## src/rtl/hwag_div_arbiter.sv

```systemverilog
// rtl/hwag_div_arbiter.sv - round-robin arbiter/sequencer sharing one integer divider
module hwag_div_arbiter #(
  parameter int N_REQ   = 4,
  parameter int WIDTH   = 32,
  parameter int TIMEOUT = 255
) (
  input  logic                   clk,
  input  logic                   rst,
  input  logic [N_REQ-1:0]       req,
  input  logic [N_REQ*WIDTH-1:0] req_dividend,
  input  logic [N_REQ*WIDTH-1:0] req_divider,
  output logic [N_REQ-1:0]       ack,
  output logic [WIDTH-1:0]       result,
  output logic [WIDTH-1:0]       remainder,
  output logic                   err,
  output logic                   busy,
  output logic                   div_start,
  output logic [WIDTH-1:0]       div_dividend,
  output logic [WIDTH-1:0]       div_divider,
  input  logic [WIDTH-1:0]       div_result,
  input  logic [WIDTH-1:0]       div_remainder,
  input  logic                   div_rdy
);

  localparam int              PW       = $clog2(N_REQ);
  localparam logic [PW-1:0]   LAST_IDX = PW'(N_REQ - 1);
  // WAIT cycle in which the counter reaches TIMEOUT after its increment
  localparam logic [15:0]     TO_LAST  = 16'(TIMEOUT - 1);

  typedef enum logic [1:0] {S_IDLE, S_ISSUE, S_WAIT, S_DONE} state_t;

  state_t           state_q, state_d;
  logic [PW-1:0]    ptr_q, ptr_d;
  logic [PW-1:0]    gnt_q, gnt_d;
  logic [WIDTH-1:0] dvd_q, dvd_d;
  logic [WIDTH-1:0] dvs_q, dvs_d;
  logic [WIDTH-1:0] res_q, res_d;
  logic [WIDTH-1:0] rem_q, rem_d;
  logic             err_q, err_d;
  logic [15:0]      cnt_q, cnt_d;

  logic [PW-1:0]    pick;
  logic             found;
  logic [PW:0]      idx;

  // State and datapath registers with synchronous reset
  always_ff @(posedge clk) begin
    if (rst) begin
      state_q <= S_IDLE;
      ptr_q   <= '0;
      gnt_q   <= '0;
      dvd_q   <= '0;
      dvs_q   <= '0;
      res_q   <= '0;
      rem_q   <= '0;
      err_q   <= 1'b0;
      cnt_q   <= '0;
    end else begin
      state_q <= state_d;
      ptr_q   <= ptr_d;
      gnt_q   <= gnt_d;
      dvd_q   <= dvd_d;
      dvs_q   <= dvs_d;
      res_q   <= res_d;
      rem_q   <= rem_d;
      err_q   <= err_d;
      cnt_q   <= cnt_d;
    end
  end

  // Next-state: circular pick from ptr, divide-by-zero screen, wait/timeout, completion
  always_comb begin
    state_d = state_q;
    ptr_d   = ptr_q;
    gnt_d   = gnt_q;
    dvd_d   = dvd_q;
    dvs_d   = dvs_q;
    res_d   = res_q;
    rem_d   = rem_q;
    err_d   = err_q;
    cnt_d   = cnt_q;
    pick    = '0;
    found   = 1'b0;
    idx     = '0;

    // Scan from the farthest offset down so the nearest requester at/after ptr wins
    for (int k = N_REQ - 1; k >= 0; k--) begin
      idx = {1'b0, ptr_q} + (PW+1)'(k);
      if (idx >= (PW+1)'(N_REQ)) idx = idx - (PW+1)'(N_REQ);
      if (req[idx[PW-1:0]]) begin
        pick  = idx[PW-1:0];
        found = 1'b1;
      end
    end

    case (state_q)
      S_IDLE: begin
        if (found) begin
          gnt_d = pick;
          dvd_d = req_dividend[int'(pick)*WIDTH +: WIDTH];
          dvs_d = req_divider[int'(pick)*WIDTH +: WIDTH];
          if (dvs_d == '0) begin
            // Never hand a zero divisor to the core; complete immediately
            res_d   = '1;
            rem_d   = dvd_d;
            err_d   = 1'b1;
            state_d = S_DONE;
          end else begin
            state_d = S_ISSUE;
          end
        end
      end
      S_ISSUE: begin
        cnt_d   = '0;
        state_d = S_WAIT;
      end
      S_WAIT: begin
        cnt_d = cnt_q + 16'd1;
        if (div_rdy) begin
          // A ready core beats the timeout limit in the same cycle
          res_d   = div_result;
          rem_d   = div_remainder;
          err_d   = 1'b0;
          state_d = S_DONE;
        end else if (cnt_q == TO_LAST) begin
          res_d   = '1;
          rem_d   = '0;
          err_d   = 1'b1;
          state_d = S_DONE;
        end
      end
      S_DONE: begin
        ptr_d   = (gnt_q == LAST_IDX) ? '0 : gnt_q + 1'b1;
        state_d = S_IDLE;
      end
      default: state_d = S_IDLE;
    endcase
  end

  // Outputs decoded from state; ack and err only pulse in DONE
  always_comb begin
    ack = '0;
    if (state_q == S_DONE) ack[gnt_q] = 1'b1;
    err          = (state_q == S_DONE) && err_q;
    busy         = (state_q != S_IDLE);
    div_start    = (state_q == S_ISSUE);
    div_dividend = dvd_q;
    div_divider  = dvs_q;
    result       = res_q;
    remainder    = rem_q;
  end

endmodule

```

## config.mk

```make
export PLATFORM = sky130hd
export DESIGN_NAME = hwag_div_arbiter
export DESIGN_NICKNAME = d
export VERILOG_FILES = /design/src/rtl/hwag_div_arbiter.sv
export SDC_FILE = /design/constraint.sdc
export NUM_CORES = 1
export LEC_CHECK = 0
export CAP_MARGIN = 20
export CORE_AREA = 2 2 180 182
export CTS_CLUSTER_SIZE = 25
export DETAILED_ROUTE_END_ITERATION = 7
export DIE_AREA = 0 0 182 184
export PLACE_DENSITY = 0.66
export SYNTH_ARGS = -nofsm -noshare
export SYNTH_HDL_FRONTEND = slang
export SYNTH_SLANG_ARGS = --single-unit
export TNS_END_PERCENT = 50
```

## constraint.sdc

```tcl
create_clock -name clk -period 4.18 [get_ports clk]
set_clock_uncertainty 0.2 [all_clocks]
set_input_delay 1.045 -clock clk [delete_from_list [all_inputs] [get_ports clk]]
set_output_delay 1.045 -clock clk [all_outputs]
set_load 0.01 [all_outputs]
```

# Word-level counts from Yosys, hierarchy flattened

Cells that the tools add are included.

Output and inout bits: 135
Register bits after elaboration: 151
ROM bits: 0
Bits of input ports: 327
Memory bits (writable): 0
Memories kept: 0
Logic and storage cells: 93
Latch bits: 0

Equality and inequality tests: 8
Reductions and logical operators: 10
Shift operators: 2
Add/sub/neg operators: 9
Bitwise logic cells: 0
Magnitude comparators: 10
Multipliers: 0
Muxes and demuxes: 45
Divide/modulo/power cells: 0

Operators by type and width:

| operator                                                                             | number |
|---|---|
| 32-bit 2-to-1 mux                                                                    | 8 |
| 128-bit by 8-bit indexed part select with 32-bit output                              | 2 |
| 32-bit one-hot mux with 2 select lines                                               | 2 |
| 32-bit zero test                                                                     | 1 |
| 16-bit one-hot mux with 2 select lines                                               | 1 |
| 2-bit 2-to-1 mux                                                                     | 13 |
| 16-bit by 1-bit adder with 16-bit output (second input constant)                     | 1 |
| 16-bit by 8-bit equality test with 1-bit output (second input constant)              | 1 |
| 2-bit by 3-bit less-than comparator with 1-bit output (second input constant)        | 5 |
| 1-bit 2-to-1 mux                                                                     | 13 |
| 3-bit greater-or-equal comparator (second input constant)                            | 3 |
| 1-bit binary-select mux with 2-bit select                                            | 4 |
| 2-bit one-hot mux with 4 select lines                                                | 1 |
| 2-bit by 1-bit subtractor with 2-bit output (second input constant)                  | 4 |
| 2-bit by 2-bit adder with 3-bit output (second input constant)                       | 2 |
| 2-bit equality test (second input constant)                                          | 3 |
| 2-bit nonzero test                                                                   | 3 |
| 4-bit 2-to-1 mux                                                                     | 1 |
| 2-bit inequality test (second input constant)                                        | 2 |
| 2-bit AND reduction                                                                  | 2 |
| 4-bit AND reduction                                                                  | 1 |
| 2-bit by 1-bit adder with 3-bit output (second input constant)                       | 1 |
| 2-bit by 3-bit greater-or-equal comparator with 1-bit output (second input constant) | 1 |
| 3-bit inequality test (second input constant)                                        | 1 |
| other kinds (7)                                                                      | 8 |

# Logic depth before layout (Yosys ltp)

Depth in word-level cells: 14
Mapped depth: 14
Gate-level depth less buffers: 10

# Least setup slack after synthesis

Ideal clock, no wire load.

Kind: input to register
From: input req[0]
To: register rem_q[10] (netlist: remainder[10])
Buffers on the path: 4
Stages: 13
Required time: 3.846 ns
Arrival: 3.384 ns
Setup slack: 0.462 ns
Cells stage by stage: a211oi_1 -> o32a_1 -> buf_4 -> buf_4 -> mux2i_1 -> mux2_2 -> nand4_1 -> nor4_1 -> a31o_2 -> and2_1 -> buf_4 -> buf_2 -> a211oi_1

Cells in the longest elaborated chain, start to end: 10
Elaborated cells between the ends (all ways): 25
Those cells by class: eq/ne (2); shift (2); mux (19); reduce/logical (2)

RTL lines:

| what                                                                                           | RTL line | source |
|---|---|---|
| start: declaration                                                                             | 9        | `input logic [N_REQ-1:0] req,` |
| 1-bit binary-select mux with 2-bit select                                                      | 90       | `if (req[idx[PW-1:0]]) begin` |
| 1-bit 2-to-1 mux (not written as such)                                                         | 90       |  |
| 2-bit 2-to-1 mux (4 in a row)                                                                  | 90       |  |
| 128-bit by 8-bit indexed part select with 32-bit output (on tied branches)                     | 101, 100 |  |
| 32-bit zero test / 32-bit 2-to-1 mux (equally long branches)                                   | 102      | `if (dvs_d == '0) begin` |
| 2-bit inequality test (no line) / 32-bit 2-to-1 mux (equally long branches)                    | n/a      |  |
| 4-bit AND reduction (no line) / 32-bit one-hot mux with 2 select lines (equally long branches) | n/a      |  |
| end signal: assignment                                                                         | 65       | `rem_q <= rem_d;` |
| end: declaration                                                                               | 38       | `logic [WIDTH-1:0] rem_q, rem_d;` |

Parallel ways exist; a longest one is shown, timed or not. The select of a mux whose other input is x is not followed.
A chain may end at the register's enable or synchronous reset.

# Worst setup path after layout

From: input req[3]
To: register res_q[17] (netlist: result[17])

Cells in the longest elaborated chain, start to end: 10
Elaborated cells between the ends (all ways): 21
Those cells by class: eq/ne (2); shift (1); mux (16); reduce/logical (2)

RTL lines:

| what                                                    | RTL line | source |
|---|---|---|
| 1-bit binary-select mux with 2-bit select               | 90       |  |
| 1-bit 2-to-1 mux (not written as such)                  | 90       |  |
| 2-bit 2-to-1 mux (4 in a row)                           | 90       |  |
| 128-bit by 8-bit indexed part select with 32-bit output | 101      | `dvs_d = req_divider[int'(pick)*WIDTH +: WIDTH];` |
| 32-bit zero test                                        | 102      |  |
| 2-bit inequality test (no line)                         | n/a      |  |
| 4-bit AND reduction (no line) *                         | n/a      |  |
| end signal: assignment                                  | 64       | `res_q <= res_d;` |
| end: declaration                                        | 37       | `logic [WIDTH-1:0] res_q, res_d;` |

Mark *: on every way between the ends. The rest lies on a longest branch, timed or not. The select of a mux whose other input is x is not followed.

==> impl_metrics.env <==
export IMPL_synth_area_mux_share_pct=13.0
export IMPL_clk_pin_slew_ns=0.07
export IMPL_drt_iter0_drc=351
export IMPL_coreArea_um2=31400
export IMPL_area_growth_pct=79.5
export IMPL_wl_met2_um=16900
export IMPL_dp_slack_ns=-0.408
export IMPL_yosysWarnings=0
export IMPL_crit_path_end_kind="register"
export IMPL_grt_start_max_net_pins=66
export IMPL_numCtsBuffers=17
export IMPL_first_pass_iters=5
export IMPL_topRoutingLayerUsed="met5"
export IMPL_synth_top_area_share_pct=37.6
export IMPL_synthAdderAreaFrac_pct=1.71
export IMPL_fin_crit_sh_pct=96.2
export IMPL_yosys_area_share_simple_pct=21.6
export IMPL_h_tree_depth=4
export IMPL_status="complete, no violations"
export IMPL_root_buffer="clkbuf_16"
export IMPL_setup_viol=0
export IMPL_seq_area_frac_synth_pct=37.6
export IMPL_vias_per_cell=4.75
export IMPL_nets=1862
export IMPL_synthTopCellsByArea="dfxtp_1 (38%), nor2_1 (8.8%), a21oi_1 (8.4%)"
export IMPL_hp_class="register to register"
export IMPL_clockBufferDepth=2
export IMPL_synth_top_family_by_area="simple AND/OR/NAND/NOR gates"
export IMPL_numPortBuffers=461
export IMPL_cts_tree="done"
export IMPL_routed_wl_um=35200
export IMPL_postCtsHoldBufs=0
export IMPL_wl_met1_um=14900
export IMPL_layout_common_cells="clkdlybuf4s50_1 (457), nor2_1 (188), nand2_1 (170)"
export IMPL_synth_top_area_cell="dfxtp_1"
export IMPL_maxSlewHeadroom_pct=59.5
export IMPL_met3WireLength_um=2130
export IMPL_final_util_pct=46.0
export IMPL_synth_area_um2=8040
export IMPL_cts_sinks=151
export IMPL_post_drt_wl_per_cell_um=18.1
export IMPL_ioPinCount=462
export IMPL_setup_tns_final_ns=0
export IMPL_max_freq_ghz=0.249
export IMPL_min_path_cells=2
export IMPL_drc=0
export IMPL_first_global_vias=8968
export IMPL_crit_required_ns=4.34
export IMPL_std_cell_rows=65
export IMPL_antenna_found_initial=0
export IMPL_dieArea_um2=33500
export IMPL_holdWs_ns=0.285
export IMPL_hold_viol=0
export IMPL_grt_overflow=0
export IMPL_r2r_cells=15
export IMPL_synth_cell_type_count=37
export IMPL_synth_xor_area_share_pct=1.31
export IMPL_path_max_fanout=12
export IMPL_grt_pass1_wl_um=51200
export IMPL_die_h_um=184
export IMPL_powerDensity_nw_per_um2=392
export IMPL_antenna_cells=0
export IMPL_gp_congestion=0.901
export IMPL_worstMarginPinSlew_ns=0.607
export IMPL_rsz0062_at_grt="no"
export IMPL_dp_hpwl_um=27100
export IMPL_num_vias=9212
export IMPL_fin_ws_ns=0.159
export IMPL_slew_viol_final=0
export IMPL_maxCapViolCount=0
export IMPL_ant_nets=0
export IMPL_die_x_um=182
export IMPL_ys_seq_elements=151
export IMPL_cp_arrival_ns=4.19
export IMPL_path_class="input pin to register"
export IMPL_worst_setup_path_start_kind="input pin"
export IMPL_p_leak_uw=0.00558
export IMPL_finalCriticalPeriod_ns=4.02
export IMPL_power_uw=5650
export IMPL_syn_avg_cell_area_um2=7.66
export IMPL_drive_above_1_share_pct=10.9
export IMPL_initial_utilization_pct=25.6
export IMPL_netlist_instances=1049
export IMPL_synth_compound_area_share_pct=19.3
export IMPL_syn_num_nets=1387
export IMPL_grt_use_total_pct=19.7
export IMPL_layout_commonest_cell="clkdlybuf4s50_1"
export IMPL_clk_insertion_delay_late_ns=0.42
export IMPL_ir_worst_vdd_mv=0.262
[stage by stage]
stage | area [um^2] | cells
floorplan | 8040 | 1049
global placement | 13400 | 1893
detailed placement | 13400 | 1893
CTS | 14100 | 1925
global route | 14400 | 1939
finish | 14400 | 1939
[path summary, 6_finish.rpt]
path	slack, ns	endpoint	from
worst min register to register	0.29	div_divider[7]	div_divider[7]
worst min-delay path	0.29	div_divider[7]	div_divider[7]
worst max-delay path	0.16	result[17]	req[3]
worst max register to register	0.50	result[17]	ptr_q[1]
[per-layer routing]
layer,track usage (%),up-vias
met2,34.1,307
met5,0.741,-
met1,23.4,4272
met4,7.90,2
met3,4.95,57
li1,-,4574
[worst max-delay path: stages]
cell and delay (ns):
clkdlybuf4s50_1 0.44, o32a_2 0.43, buf_12 0.16, buf_12 0.14, clkbuf_16 0.16, mux2i_2 0.17, mux2_4 0.18, nand4_1 0.14
nor4_2 0.28, buf_4 0.16, a31o_4 0.17, and2_4 0.29, clkbuf_16 0.22, o221a_1 0.17
[synth_stat cells]
cell,number
nor2_1,188
xor2_1,10
and4_1,1
a31o_2,1
a2bb2oi_1,1
clkinv_1,1
dfxtp_1,151
or3_1,2
nand4_1,14
o22ai_1,2
mux2_2,33
nand2_1,170
clkbuf_1,55
nor3_1,1
inv_1,13
a21oi_1,135
mux2i_1,67
ha_1,11
buf_4,5
or4_1,1
a21oi_2,1
o32a_1,1
nand3_1,37
buf_2,11
xnor2_1,2
buf_1,12
buf_6,4
o211a_1,1
o32ai_1,1
nor4_1,4
nand2b_1,1
a211oi_1,34
a32oi_1,1
nor2b_1,2
o221a_1,32
o21ai_0,36
and2_1,7
[logic make-up after synthesis]
logic type,Yosys count
simple gates,428
compound gates,246
flops,151
buf+inv,101
mux,100
xor+xnor,12
fa+ha+maj,11
[repair_timing]
item,in CTS,in global routing
endpoints found under the hold margin,0,0
setup endpoints to repair,0,65
setup buffers,0,8
gates resized for setup,0,44
[sequential cells by signal, summed over array words and instances, names as in the netlist]
signal        count
div_dividend     32
ptr_q             2
gnt_q             2
div_divider      32
err_q             1
remainder        32
state_q           2
result           32
cnt_q            16
[where the power goes]
| group | internal (uW) | switching, uW |
|---|---|---|
| registers | 1640 | 111 |
| clock network | 984 | 728 |
| logic | 1120 | 1070 |
| total | 3740 | 1910 |
[area by class of cell]
class,instances,area [um^2]
Clock buffer,17,425
Tap cell,402,503
Clock inverter,15,229
Multi-Input combinational cell,797,4700
Fill cell,3085,17000
Inverter,14,52.6
Timing Repair Buffer,543,5490
Sequential cell,151,3020
Power figures use the tool's default switching activity.
